File: src/rtl/dmem_line_ctrl.sv
// Line-to-word backing-memory controller: splits 128-bit D-cache line requests into four 32-bit SRAM beats.
// Optional address range checking is compiled in with `define DMEM_RANGE_CHECK_EN.
module dmem_line_ctrl #(
  parameter int          SRAM_AW   = 10,
  parameter logic [31:0] BASE_ADDR = 32'h0000_0000
) (
  input  logic                 clk_i,
  input  logic                 rst_ni,
  input  logic                 cs_i,
  input  logic                 we_i,
  input  logic [31:0]          addr_i,
  input  logic [127:0]         wdata_i,
  output logic [127:0]         rdata_o,
  output logic                 rvalid_o,
  output logic                 busy_o,
  output logic                 err_o,
  output logic [SRAM_AW-1:0]   sram_addr_o,
  output logic [31:0]          sram_wdata_o,
  output logic                 sram_we_o,
  output logic                 sram_re_o,
  input  logic [31:0]          sram_rdata_i
);

  typedef enum logic [2:0] {
    IDLE  = 3'd0,
    READ  = 3'd1,
    DRAIN = 3'd2,
    WRITE = 3'd3,
    RESP  = 3'd4
  } state_e;

  state_e               state_q, state_d;
  logic [1:0]           beat_q, beat_d;
  logic [SRAM_AW-3:0]   line_q;
  logic [127:0]         wdata_q;
  logic [95:0]          rbuf_q;
  logic [31:0]          off;
  logic [SRAM_AW-3:0]   req_line;
  logic                 req_err;
  logic                 accept;
  logic                 unused_off;

  assign off        = addr_i - BASE_ADDR;
  assign req_line   = off[SRAM_AW+1:4];
  assign accept     = (state_q == IDLE) && cs_i;
  assign unused_off = ^{off[3:0], off[31:SRAM_AW+2]};

`ifdef DMEM_RANGE_CHECK_EN
  logic err_q;

  function automatic logic out_of_range(input logic [31:0] o);
    return (o >> (SRAM_AW + 2)) != 32'd0;
  endfunction

  assign req_err = out_of_range(off);
  assign err_o   = (state_q == RESP) && err_q;

  always_ff @(posedge clk_i) begin
    if (!rst_ni) begin
      err_q <= 1'b0;
    end else if (accept) begin
      err_q <= req_err;
    end
  end
`else
  assign req_err = 1'b0;
  assign err_o   = 1'b0;
`endif

  // Next-state logic
  always_comb begin
    state_d = state_q;
    beat_d  = beat_q;
    case (state_q)
      IDLE: begin
        beat_d = 2'd0;
        if (cs_i) begin
          if (req_err)   state_d = RESP;
          else if (we_i) state_d = WRITE;
          else           state_d = READ;
        end
      end
      READ: begin
        beat_d = beat_q + 2'd1;
        if (beat_q == 2'd3) state_d = DRAIN;
      end
      DRAIN: state_d = RESP;
      WRITE: begin
        beat_d = beat_q + 2'd1;
        if (beat_q == 2'd3) state_d = RESP;
      end
      RESP:    state_d = IDLE;
      default: state_d = IDLE;
    endcase
  end

  // Outputs decoded from the registered state so every strobe is glitch-free of inputs
  always_comb begin
    busy_o       = (state_q != IDLE);
    rvalid_o     = (state_q == RESP);
    sram_re_o    = (state_q == READ);
    sram_we_o    = (state_q == WRITE);
    sram_addr_o  = '0;
    sram_wdata_o = 32'd0;
    if (state_q == READ || state_q == WRITE) begin
      sram_addr_o = {line_q, beat_q};
    end
    if (state_q == WRITE) begin
      sram_wdata_o = wdata_q[{beat_q, 5'd0} +: 32];
    end
  end

  always_ff @(posedge clk_i) begin
    if (!rst_ni) begin
      state_q <= IDLE;
      beat_q  <= 2'd0;
      rdata_o <= 128'd0;
    end else begin
      state_q <= state_d;
      beat_q  <= beat_d;
      if (state_q == DRAIN) begin
        rdata_o <= {sram_rdata_i, rbuf_q};
      end else if (accept && req_err && !we_i) begin
        rdata_o <= 128'd0;
      end
    end
  end

  // Request latch and read-beat assembly; SRAM data lags the strobe by one cycle
  always_ff @(posedge clk_i) begin
    if (accept) begin
      line_q  <= req_line;
      wdata_q <= wdata_i;
    end
    if (state_q == READ) begin
      case (beat_q)
        2'd1:    rbuf_q[31:0]  <= sram_rdata_i;
        2'd2:    rbuf_q[63:32] <= sram_rdata_i;
        2'd3:    rbuf_q[95:64] <= sram_rdata_i;
        default: ;
      endcase
    end
  end

endmodule

File: config.mk
export PLATFORM = sky130hd
export DESIGN_NAME = dmem_line_ctrl
export DESIGN_NICKNAME = d
export VERILOG_FILES = /design/src/rtl/dmem_line_ctrl.sv
export SDC_FILE = /design/constraint.sdc
export NUM_CORES = 1
export LEC_CHECK = 0
export BUFFER_PORTS_ARGS = -buffer_cell sky130_fd_sc_hd__buf_2
export CAP_MARGIN = 25
export CORE_ASPECT_RATIO = 2
export CORE_MARGIN = 1
export CORE_UTILIZATION = 52
export DETAILED_ROUTE_END_ITERATION = 7
export PLACE_DENSITY = 0.8
export SLEW_MARGIN = 0
export SYNTH_ARGS = -nofsm -noshare
export SYNTH_HDL_FRONTEND = slang
export SYNTH_SLANG_ARGS = --single-unit
File: constraint.sdc
create_clock -name clk_i -period 10.1 [get_ports clk_i]
set_clock_uncertainty 0.2 [all_clocks]
set_input_delay 1.01 -clock clk_i [delete_from_list [all_inputs] [get_ports clk_i]]
set_output_delay 1.01 -clock clk_i [all_outputs]
set_load 0.05 [all_outputs]
## Word level (Yosys, flattened, before mapping)

Cells that the tools add are included.

| cells by class | value |
|---|---|
| mux-type cells | 8 |
| equality and inequality tests | 10 |
| shift operators | 1 |
| $add $sub $neg | 1 |
| reductions and logical operators | 10 |

Operator list:

| kind | count |
|---|---|
| $shiftx A128 B8 Y32 | 1 |
| $mux W32 | 1 |
| $pmux W3 S4 | 1 |
| $mux W10 | 1 |
| $mux W3 | 3 |
| $eq A3 B2 Y1 const B | 2 |
| $reduce_and A2 Y1 | 3 |
| $eq A2 B2 Y1 const B | 2 |
| $ne A2 B1 Y1 const B | 2 |
| $pmux W2 S2 | 1 |
| $eq A3 B1 Y1 const B | 1 |
| $eq A3 B3 Y1 const B | 1 |
| $logic_not A3 Y1 | 1 |
| $reduce_and A3 Y1 | 1 |
| $reduce_bool A3 Y1 | 1 |
| $add A2 B1 Y2 const B | 1 |
| $eq A2 B1 Y1 const B | 1 |
| $mux W2 | 1 |
| $ne A2 B2 Y1 const B | 1 |
| $reduce_bool A2 Y1 | 1 |
| $reduce_or A2 Y1 | 1 |
| $logic_and A1 B1 Y1 | 1 |
| $logic_or A1 B1 Y1 | 1 |

| word-level totals | value |
|---|---|
| bits of input ports | 196 |
| logic and storage cells | 38 |
| output and inout port bits | 175 |
| register bits after elaboration | 365 |

## Longest topological paths before layout

Gate-level depths: netlist of run 1.

| depth | value |
|---|---|
| word-level depth | 3 |
| gate-level depth with buffers | 8 |

## Worst setup path before layout of run 1

Ideal clock, no wire load.

| path | value |
|---|---|
| path kind | register -> register |
| start point | reg state_q[1] |
| end point | reg line_q[0] (enable) |
| library setup time | 0.634 ns |
| arrival time | 6.749 ns |
| stages on the path, launching flop included | 4 |
| setup slack | 2.517 ns |
| required time | 9.266 ns |
| cell sequence | dfxtp_1 buf_4 or3_1 nor2_1 |

| between the ends | value |
|---|---|
| cells in the longest elaborated chain, start to end | 2 |

RTL lines:

| element | RTL line | source |
|---|---|---|
| from (decl) | 32 | `state_e state_q, state_d;` |
| from (signal assigned) | 119 | `state_q <= state_d;` |
| $logic_not A3 Y1 | 45 | `assign accept = (state_q == IDLE) && cs_i;` |
| $logic_and A1 B1 Y1 | 45 |  |
| via accept | 40 | `logic accept;` |
| to (signal assigned) | 132 | `line_q <= req_line;` |
| to (decl) | 34 | `logic [SRAM_AW-3:0] line_q;` |

The timed path passes the listed nets, and every way through them passes these cells.
A chain may end at the register's enable or synchronous reset.

## Worst setup path in the final report of run 1

| path | value |
|---|---|
| start point | reg beat_q[0] |
| end point | out sram_wdata_o[12] |

| between the ends | value |
|---|---|
| cells in the longest elaborated chain, start to end | 2 |

RTL lines:

| element | RTL line | source |
|---|---|---|
| from (decl) | 33 | `logic [1:0] beat_q, beat_d;` |
| from (signal assigned) | 120 | `beat_q <= beat_d;` |
| $shiftx A128 B8 Y32 | 109 | `sram_wdata_o = wdata_q[{beat_q, 5'd0} +: 32];` |
| $mux W32 | 108 | `if (state_q == WRITE) begin` |
| to (decl) | 18 | `output logic [31:0] sram_wdata_o,` |

No other way between the ends.

==> reports/results.txt, run 1 <==
CORE AREA - 24420 sq um
hold crit path type - reg2reg
CTS Buffer Depth - 3
largest net degree at the start of global routing - 143
H-tree lvl count - 1
commonest non-fill, non-tap cells in the layout - buf_2, edfxtp_1, dfxtp_1, nand2_1, nand3_1
Final Cell Area - 15870 sq um
TNS Setup - 0 ps
global-route wire length before repair - 39610 microns
CTS tree - yes
Worst slew margin - 0.3739
worst-skew pair later-pin latency - 560 ps
Power Density - 189.4 nW/um^2
Mean Syn Cell Area - 13.46 sq um
initial antenna violation count - 5
critical path class - reg2out
Crit Reg-Reg Startpoint - state_q[0]
Reg2Reg Setup Slack - 7460 ps
Worst Tran Pin Value - 939.1 ps
startpoint types - flip-flop
crit-path max FO - 54
drt drc - 0
DR vias - 8405
Peak VDD IR - 0.2031 mV
DIE WIDTH - 113.7 microns
post-CTS resize count - 0
starting density of the core - 0.5308
number of setup buffers added after CTS - 0
CTS Buf Count - 29
status - finished clean
vias in the first global route - 8018
Final min period - 3893 ps
yosys warns - 0
Post-Syn Area - 12960 sq um
nets - 1476
Fin. Hold Viols - 0
fin. max-slew vios - 0
die area - 25610 sq um
LEAKAGE - 6.262 nW
Max Cap Viol - 0
grt ovf - 0
GPL Wtd Cong - 0.7635
num ports - 371
Port Buffer Count - 345
Iter 0 DRT Violations - 472
Global Route Usage Sum - 0.2009
cts hold-fix bufs - 0
flops & latches, synth - 365
CP required - 8890 ps
RSZ-0062 raised after global routing - false
Period Utilization, post-route - 0.3855
area of placed instances - 14860 sq um
element type at the critical path end - output pin
Synth-to-Final Area Change - 22.44%
Final Non-Filler Cells - 1636
FP Rows - 81
WP data arrival - 2680 ps
final wirelength - 27000 microns
min-delay src - rdata_o[52]
final core occ - 0.6499
Worst-path clk slew - 70 ps
clock tree sinks - 365
DRT Pass-1 Iters - 4
post-synthesis sequential area ratio - 0.7427
Final ANT Viol Nets - 0
commonest non-fill, non-tap cell in the layout - buf_2
vias per inst - 5.138
Max Fclk - 256.9 MHz
crit path from - beat_q[0]
Synth Instances - 963
placed insts - 1574
root buffer cell - clkbuf_16
syn_nets - 1162
DP HPWL - 17720 microns
Distinct cells, synth - 29
drt wl/cell - 16.50 microns
layout cells sized above 1 - 0.3292
Final setup viols - 0
Die Span Y - 225.3 microns
## per-stage QoR
step	setup WS [ps]	hold WS (ps)	power [mW]
floorplan	2517	265.4	1.889
global placement	6477	239.7	1.954
detailed placement	6446	240.5	1.965
CTS	6135	252.4	3.024
global route	6076	273.3	3.097
finish	6207	252.1	3.007
## sequential cells by signal, indices dropped and copies added, names as in the netlist
register,flops
rdata_o,128
wdata_q,128
rbuf_q,96
line_q,8
state_q,3
beat_q,2
## worst max-delay path: stages (launching register included)
cell and delay (ps):
dfxtp_4 510, buf_4 730, mux2i_1 220, o22ai_1 270, buf_2 320
## worst paths after layout
path / cells past startpoint / endpoint
max: 4 / sram_wdata_o[12]
min: 2 / rdata_o[52]
max reg2reg: 3 / rbuf_q[78]
min reg2reg: 2 / rdata_o[52]
## power breakdown
group / switching [mW] / internal [mW] / leakage, nW
sequential: 0.0231 / 1.66 / 3.24
clock: 0.500 / 0.568 / 0.451
combinational: 0.183 / 0.0756 / 2.58
total: 0.706 / 2.30 / 6.26
## per-layer routing
| metal | global-route usage | part of all wire |
|---|---|---|
| met1 | 0.1953 | 0.34 |
| met2 | 0.3879 | 0.55 |
| met3 | 0.03765 | 0.062 |
| met4 | 0.1099 | 0.045 |
| met5 | 0 | 0.00033 |
## synth_stat cells (all sizes together)
library cell	n	area, sq um
a211oi	1	7.510
a21oi	1	5.000
a32oi	1	8.760
and2	15	93.84
and4b	1	10.01
buf	30	190.2
clkbuf	45	168.9
conb	1	3.750
dfxtp	133	2663
edfxtp	232	6967
ha	3	37.54
inv	3	11.26
mux2i	64	640.6
nand2	130	488.0
nand2b	2	12.51
nand3	130	750.7
nor2	5	18.77
nor2b	2	12.51
o21ai	128	640.6
o22ai	32	200.2
or3	1	6.260
or3b	1	11.26
xnor2	1	8.760
xor2	1	8.760
## cell families (layout without fill, tap and decap cells)
family | after synthesis | count (layout) | share of synthesized area
AOI/OAI and AO/OA | 163 | 163 | 0.06649
and+or+nand+nor | 287 | 287 | 0.1083
adders and majority gates | 3 | 3 | 0.002896
muxes | 64 | 64 | 0.04941
buffers and inverters | 78 | 415 | 0.02857
other | 1 | 5 | 0.0002892
xor gates and xnor gates | 2 | 2 | 0.001351
DFF | 365 | 365 | 0.7427
## cell type report
class / instances / area, sq um
Inverter: 3 / 11.26
Clock buffer: 38 / 810.8
Sequential cell: 365 / 9633
Antenna cell: 4 / 10.01
Multi-Input combinational cell: 520 / 2977
Tap cell: 332 / 415.4
Timing Repair Buffer: 358 / 1929
Clock inverter: 16 / 87.58
Fill cell: 1823 / 8551
Note: power is estimated with default switching activity, not from simulation.
==> run 2, diff against run 1 <==
- CORE_UTILIZATION: 52 -> 47
- PLACE_DENSITY: 0.8 -> 0.76
- clock period: 10.1 -> 3.31 ns (I/O delays scaled with it)
==> run 2 against run 1 <==
Net effect:
- global-route usage grew 2.0 points
- total power grew to 3.2 times the previous value
- worst setup slack lost 5800 ps
- clock power grew to 3.4 times the previous value
- utilization grew 0.58 points
- via count grew 10%
- combinational power grew to 3.7 times the previous value
- hold slack lost 63 ps
- highest routed layer is now met4
- non-clock buffer count grew 177
- die area grew 10%
- largest cell class unchanged
- critical endpoint is now sram_wdata_o[7]
==> reports/results.txt, run 2 (same netlist as run 1, synthesis figures left out) <==
status - finished clean
DP HPWL - 18830 microns (+6.3%)
Global Route Usage Sum - 0.2212 (+0.02029)
critical path class - reg2out
net switching power - 2.262 mW (+220%)
hold crit path type - in2reg
nets - 1654 (+12%)
switching part of the total power - 0.2335 (-0.001234)
root buffer cell - clkbuf_16
Power Density - 546.8 nW/um^2 (+190%)
CTS Buf Count - 30 (+3.4%)
RR Endpoint - rbuf_q[48]
cts hold-fix bufs - 170 (+170)
layout cells sized above 1 - 0.2968 (-0.03241)
Final min period - 2941 ps
CP cell instances - buf_4, mux2i_1, o22ai_1, buf_2
DIE WIDTH - 119.4 microns (+5.1%)
CTS Buffer Depth - 3 (unchanged)
Final ANT Viol Nets - 0 (unchanged)
family with the most delay on the worst path - buffers and inverters
Port Buffer Count - 345 (unchanged)
H-tree lvl count - 1 (unchanged)
Layout fillers - 1887 (+3.5%)
num ports - 371 (unchanged)
GPL Wtd Cong - 0.8309 (+8.8%)
die area - 28290 sq um (+10%)
Fin. Hold Viols - 0 (unchanged)
crit-path max FO - 29 (-46%)
Final Non-Filler Cells - 1828 (+12%)
FP Rows - 85 (+4.9%)
TNS Setup - 0 ps (unchanged)
WHS Endpoint - rdata_o[56]
Largest regs - rdata_o (128), wdata_q (128), rbuf_q (96)
slowest stage cell, crit path - dfxtp_4
Max stage delay on crit path - 640 ps (-90 ps)
Final WS setup - 368.6 ps (-5838 ps)
global-route wire length before repair - 48670 microns (+23%)
pre-CTS WS - 907.5 ps (-5538 ps)
Buf/Inv on CP - 2 (unchanged)
Final setup viols - 0 (unchanged)
Comb pwr share - 0.099 (+0.013)
Max Fclk - 340.0 MHz
vias in the first global route - 9419 (+17%)
drt drc - 0 (unchanged)
area of placed instances - 15010 sq um (+0.98%)
Sequential Power Share - 0.530 (-0.029)
Period Utilization, post-route - 0.8887
LEAKAGE - 7.043 nW (+12%)
startpoint types - flip-flop
clock tree sinks - 365 (unchanged)
element type at the critical path end - output pin
Worst Tran Pin Value - 628.5 ps (-310.6 ps)
Final Cell Area - 17710 sq um (+12%)
Iter 0 DRT Violations - 475 (+0.64%)
number of setup buffers added after CTS - 0 (unchanged)
commonest non-fill, non-tap cell in the layout - buf_2
clock power share - 0.371 (+0.016)
Pint - 7.423 mW (+220%)
FF-to-FF path depth - 5 (+2)
CP required - 2780 ps (-6110 ps)
commonest non-fill, non-tap cells in the layout - buf_2, edfxtp_1, dlygate4sd3_1, dfxtp_1, nand2_1
CTS tree - yes
vias per inst - 5.077 (-1.2%)
Max Cap Viol - 0 (unchanged)
Die Span Y - 236.9 microns (+5.1%)
final wirelength - 31820 microns (+18%)
Critical Path Stages - 4 (unchanged)
Worst slew margin - 0.5810 (+0.2071)
WP data arrival - 2410 ps (-270 ps)
Hold Path Depth - 3 (+1)
post-CTS resize count - 0 (unchanged)
starting density of the core - 0.4799 (-0.05087)
Worst-path clk slew - 60 ps (about the same)
DR vias - 9281 (+10%)
DRT Pass-1 Iters - 4 (unchanged)
Peak VDD IR - 0.5035 mV (+150%)
Reg2Reg Setup Slack - 930 ps (-6530 ps)
drt wl/cell - 17.41 microns (+5.5%)
worst-skew pair later-pin latency - 560 ps (about the same)
Synth-to-Final Area Change - 36.61%
CORE AREA - 27010 sq um (+11%)
RSZ-0062 raised after global routing - false
largest net degree at the start of global routing - 99 (-31%)
grt ovf - 0 (unchanged)
Crit Reg-Reg Startpoint - state_q[0]
initial antenna violation count - 1 (-4)
fin. max-slew vios - 0 (unchanged)
min-delay src - rst_ni
placed insts - 1601 (+1.7%)
-- run 2: layer usage --
metal | global-route usage | part of all wire | up-vias
li1 | - | - | 4470
met1 | 0.2349 | 0.36 | 4364
met2 | 0.4202 | 0.55 | 374
met3 | 0.02987 | 0.052 | 73
met4 | 0.1064 | 0.041 | 0
met5 | 0 | 0 | -
-- run 2: power groups by stage --
stage / combinational (mW) / sequential [mW] / clock [mW]
after detailed placement: 0.788 / 5.23 / 0
final: 0.961 / 5.14 / 3.59
after global placement: 0.771 / 5.22 / 0
after CTS: 0.948 / 5.13 / 3.64
after floorplan: 0.361 / 5.39 / 0
after global routing: 1.03 / 5.15 / 3.82
-- run 2: cell type report --
| class | instances | area, sq um | share of cell area |
|---|---|---|---|
| Antenna cell | 1 | 2.502 | 0.0001413 |
| Multi-Input combinational cell | 520 | 2982 | 0.1683 |
| Clock inverter | 12 | 118.9 | 0.006711 |
| Timing Repair Buffer | 535 | 3650 | 0.2061 |
| Inverter | 3 | 11.26 | 0.0006358 |
| Clock buffer | 44 | 879.6 | 0.04966 |
| Tap cell | 348 | 435.4 | 0.02458 |
| Sequential cell | 365 | 9633 | 0.5439 |
-- run 2: worst max-delay path by stage --
stage / start / to / slack, ps
6_report: beat_q[0] / sram_wdata_o[7] / 370
5_1_grt: beat_q[0] / sram_wdata_o[12] / 240
4_1_cts: beat_q[0] / sram_wdata_o[0] / 290
3_5_place_dp: beat_q[0] / sram_wdata_o[5] / 910
3_3_place_gp: beat_q[0] / sram_wdata_o[5] / 960
2_1_floorplan: state_q[1] / line_q[0] / -230
-- run 2: through the flow --
stage                       util  total power, mW  hold slack, ps
after global routing      0.6557            9.992           220.4
after detailed placement  0.5556            6.017           241.8
after global placement    0.5556            5.987           238.6
after floorplan                -            5.746           229.9
after CTS                 0.6556            9.712           163.1
final                     0.6557            9.685           188.6
-- run 2: worst register-to-register path: stages, from the launching register on --
cell	delay, ps
dfxtp_1	410
nor2b_1	150
buf_4	220
nor2b_1	240
and2_2	580
buf_4	290
==> run 3, diff against run 2 <==
- MAX_ROUTING_LAYER: not set -> met4
==> run 3 against run 2 <==
Net effect:
- final area did not move
- first-iteration DRC count rose by 15%
- die area did not move
- utilization did not move
- cell count did not move
- hold slack got worse by 5.3 ps
==> reports/results.txt, run 3 (same netlist as run 1, synthesis figures left out) <==
status - finished clean
element type at the critical path end - output pin
initial antenna violation count - 1 (unchanged)
Final min period - 2948 ps (+6.356 ps)
worst-skew pair later-pin latency - 560 ps (about the same)
grt ovf - 0 (unchanged)
CTS Buffer Depth - 3 (unchanged)
flip-flop and latch area - 9633 sq um (unchanged)
CP required - 2780 ps (about the same)
num ports - 371 (unchanged)
Port Buffer Count - 345 (unchanged)
vias in the first global route - 9434 (+0.16%)
RR Endpoint - rbuf_q[48]
starting density of the core - 0.4799 (unchanged)
multi-input logic area - 2982 sq um (unchanged)
drt drc - 0 (unchanged)
number of setup buffers added after CTS - 0 (unchanged)
critical path class - reg2out
LEAKAGE - 7.043 nW (unchanged)
area of placed instances - 15010 sq um (unchanged)
DP HPWL - 18830 microns (unchanged)
Power Density - 546.8 nW/um^2 (about the same)
final wirelength - 31850 microns (+0.11%)
Hold Path Depth - 3 (unchanged)
vias per inst - 5.094 (+0.33%)
GPL Wtd Cong - 0.8436 (+1.5%)
fin. max-slew vios - 0 (unchanged)
clock tree sinks - 365 (unchanged)
CTS tree - yes
CORE AREA - 27010 sq um (unchanged)
startpoint types - flip-flop
Worst Tran Pin Value - 632.4 ps (+3.877 ps)
commonest non-fill, non-tap cells in the layout - buf_2, edfxtp_1, dlygate4sd3_1, dfxtp_1, nand2_1
commonest non-fill, non-tap cell in the layout - buf_2
DIE WIDTH - 119.4 microns (unchanged)
Worst slew margin - 0.5784 (-0.002585)
WHS Endpoint - rdata_o[56]
Final ANT Viol Nets - 0 (unchanged)
FF-to-FF path depth - 5 (unchanged)
drt wl/cell - 17.43 microns (+0.11%)
Period Utilization, post-route - 0.8906 (+0.001920)
Die Span Y - 236.9 microns (unchanged)
TNS Setup - 0 ps (unchanged)
Total Power - 9.685 mW (about the same)
hold slack final - 183.4 ps (-5.263 ps)
global-route wire length before repair - 48630 microns (about the same)
root buffer cell - clkbuf_16
DRT Pass-1 Iters - 4 (unchanged)
DR vias - 9312 (+0.33%)
FP Rows - 85 (unchanged)
Fin. Hold Viols - 0 (unchanged)
Max Fclk - 339.2 MHz (-0.22%)
Peak VDD IR - 0.5064 mV (+0.58%)
layout cells sized above 1 - 0.2968 (unchanged)
Crit Reg-Reg Startpoint - state_q[0]
WP data arrival - 2420 ps (about the same)
Reg2Reg Setup Slack - 930 ps (about the same)
largest net degree at the start of global routing - 99 (unchanged)
Worst-path clk slew - 60 ps (about the same)
Largest regs - rdata_o (128), wdata_q (128), rbuf_q (96)
nets - 1654 (unchanged)
CTS Buf Count - 30 (unchanged)
hold crit path type - in2reg
Final setup viols - 0 (unchanged)
Global Route Usage Sum - 0.2278 (+0.006638)
H-tree lvl count - 1 (unchanged)
Layout fillers - 1887 (unchanged)
Synth-to-Final Area Change - 36.61% (unchanged)
Final Cell Area - 17710 sq um (unchanged)
die area - 28290 sq um (unchanged)
RSZ-0062 raised after global routing - false
Max Cap Viol - 0 (unchanged)
min-delay src - rst_ni
crit-path max FO - 29 (unchanged)
Iter 0 DRT Violations - 544 (+15%)
==> run 3: cell counts in the layout (fill, tap and decap cells not counted) <==
Identical to the previous run, type by type.
==> run 3: through the flow <==
stage / std cells / util / worst slack, ps
after floorplan: 963 / - / -227.4
after global routing: 1828 / 0.6557 / 241.7
after global placement: 1601 / 0.5556 / 955.9
after detailed placement: 1601 / 0.5556 / 907.5
after CTS: 1827 / 0.6556 / 293.5
final: 1828 / 0.6557 / 362.2
==> run 3: area by class of cell <==
class	count	area share
clock buffer	44	0.04966
antenna	1	0.0001413
multi-input combinational	520	0.1683
timing repair buffer	535	0.2061
sequential	365	0.5439
inverter	3	0.0006358
tap	348	0.02458
clock inverter	12	0.006711
==> run 3: worst max path at each step <==
stage / startpoint / to / cells past startpoint
after global placement: beat_q[0] / sram_wdata_o[5] / 4
after CTS: beat_q[0] / sram_wdata_o[0] / 4
after global routing: beat_q[0] / sram_wdata_o[12] / 4
final: beat_q[0] / sram_wdata_o[5] / 4
after detailed placement: beat_q[0] / sram_wdata_o[5] / 4
after floorplan: state_q[1] / line_q[0] / 3
==> run 3: what timing repair did <==
action                    CTS  global route
hold endpoints to repair  266             0
resized for setup           0             0
hold buffers              170             0
==> run 3: routing by layer <==
layer	vias to the layer above	wire length, microns	GRT usage
met2	391	17650	0.4199
met1	4375	11250	0.2393
li1	4471	-	-
met4	0	1299	0.1068
met3	75	1655	0.02360
met5	-	0	-
==> run 3: worst max-delay path: stages, from the launching register on <==
cell,delay [ps]
dfxtp_4,640
buf_4,520
mux2i_1,140
o22ai_1,220
buf_2,310
==> run 3: power breakdown <==
part / leakage, nW / internal, mW / switching (mW) / total [mW]
combinational: 3.31 / 0.357 / 0.604 / 0.962
sequential: 3.24 / 5.06 / 0.0793 / 5.14
clock: 0.496 / 2.01 / 1.58 / 3.59
total: 7.04 / 7.42 / 2.26 / 9.68
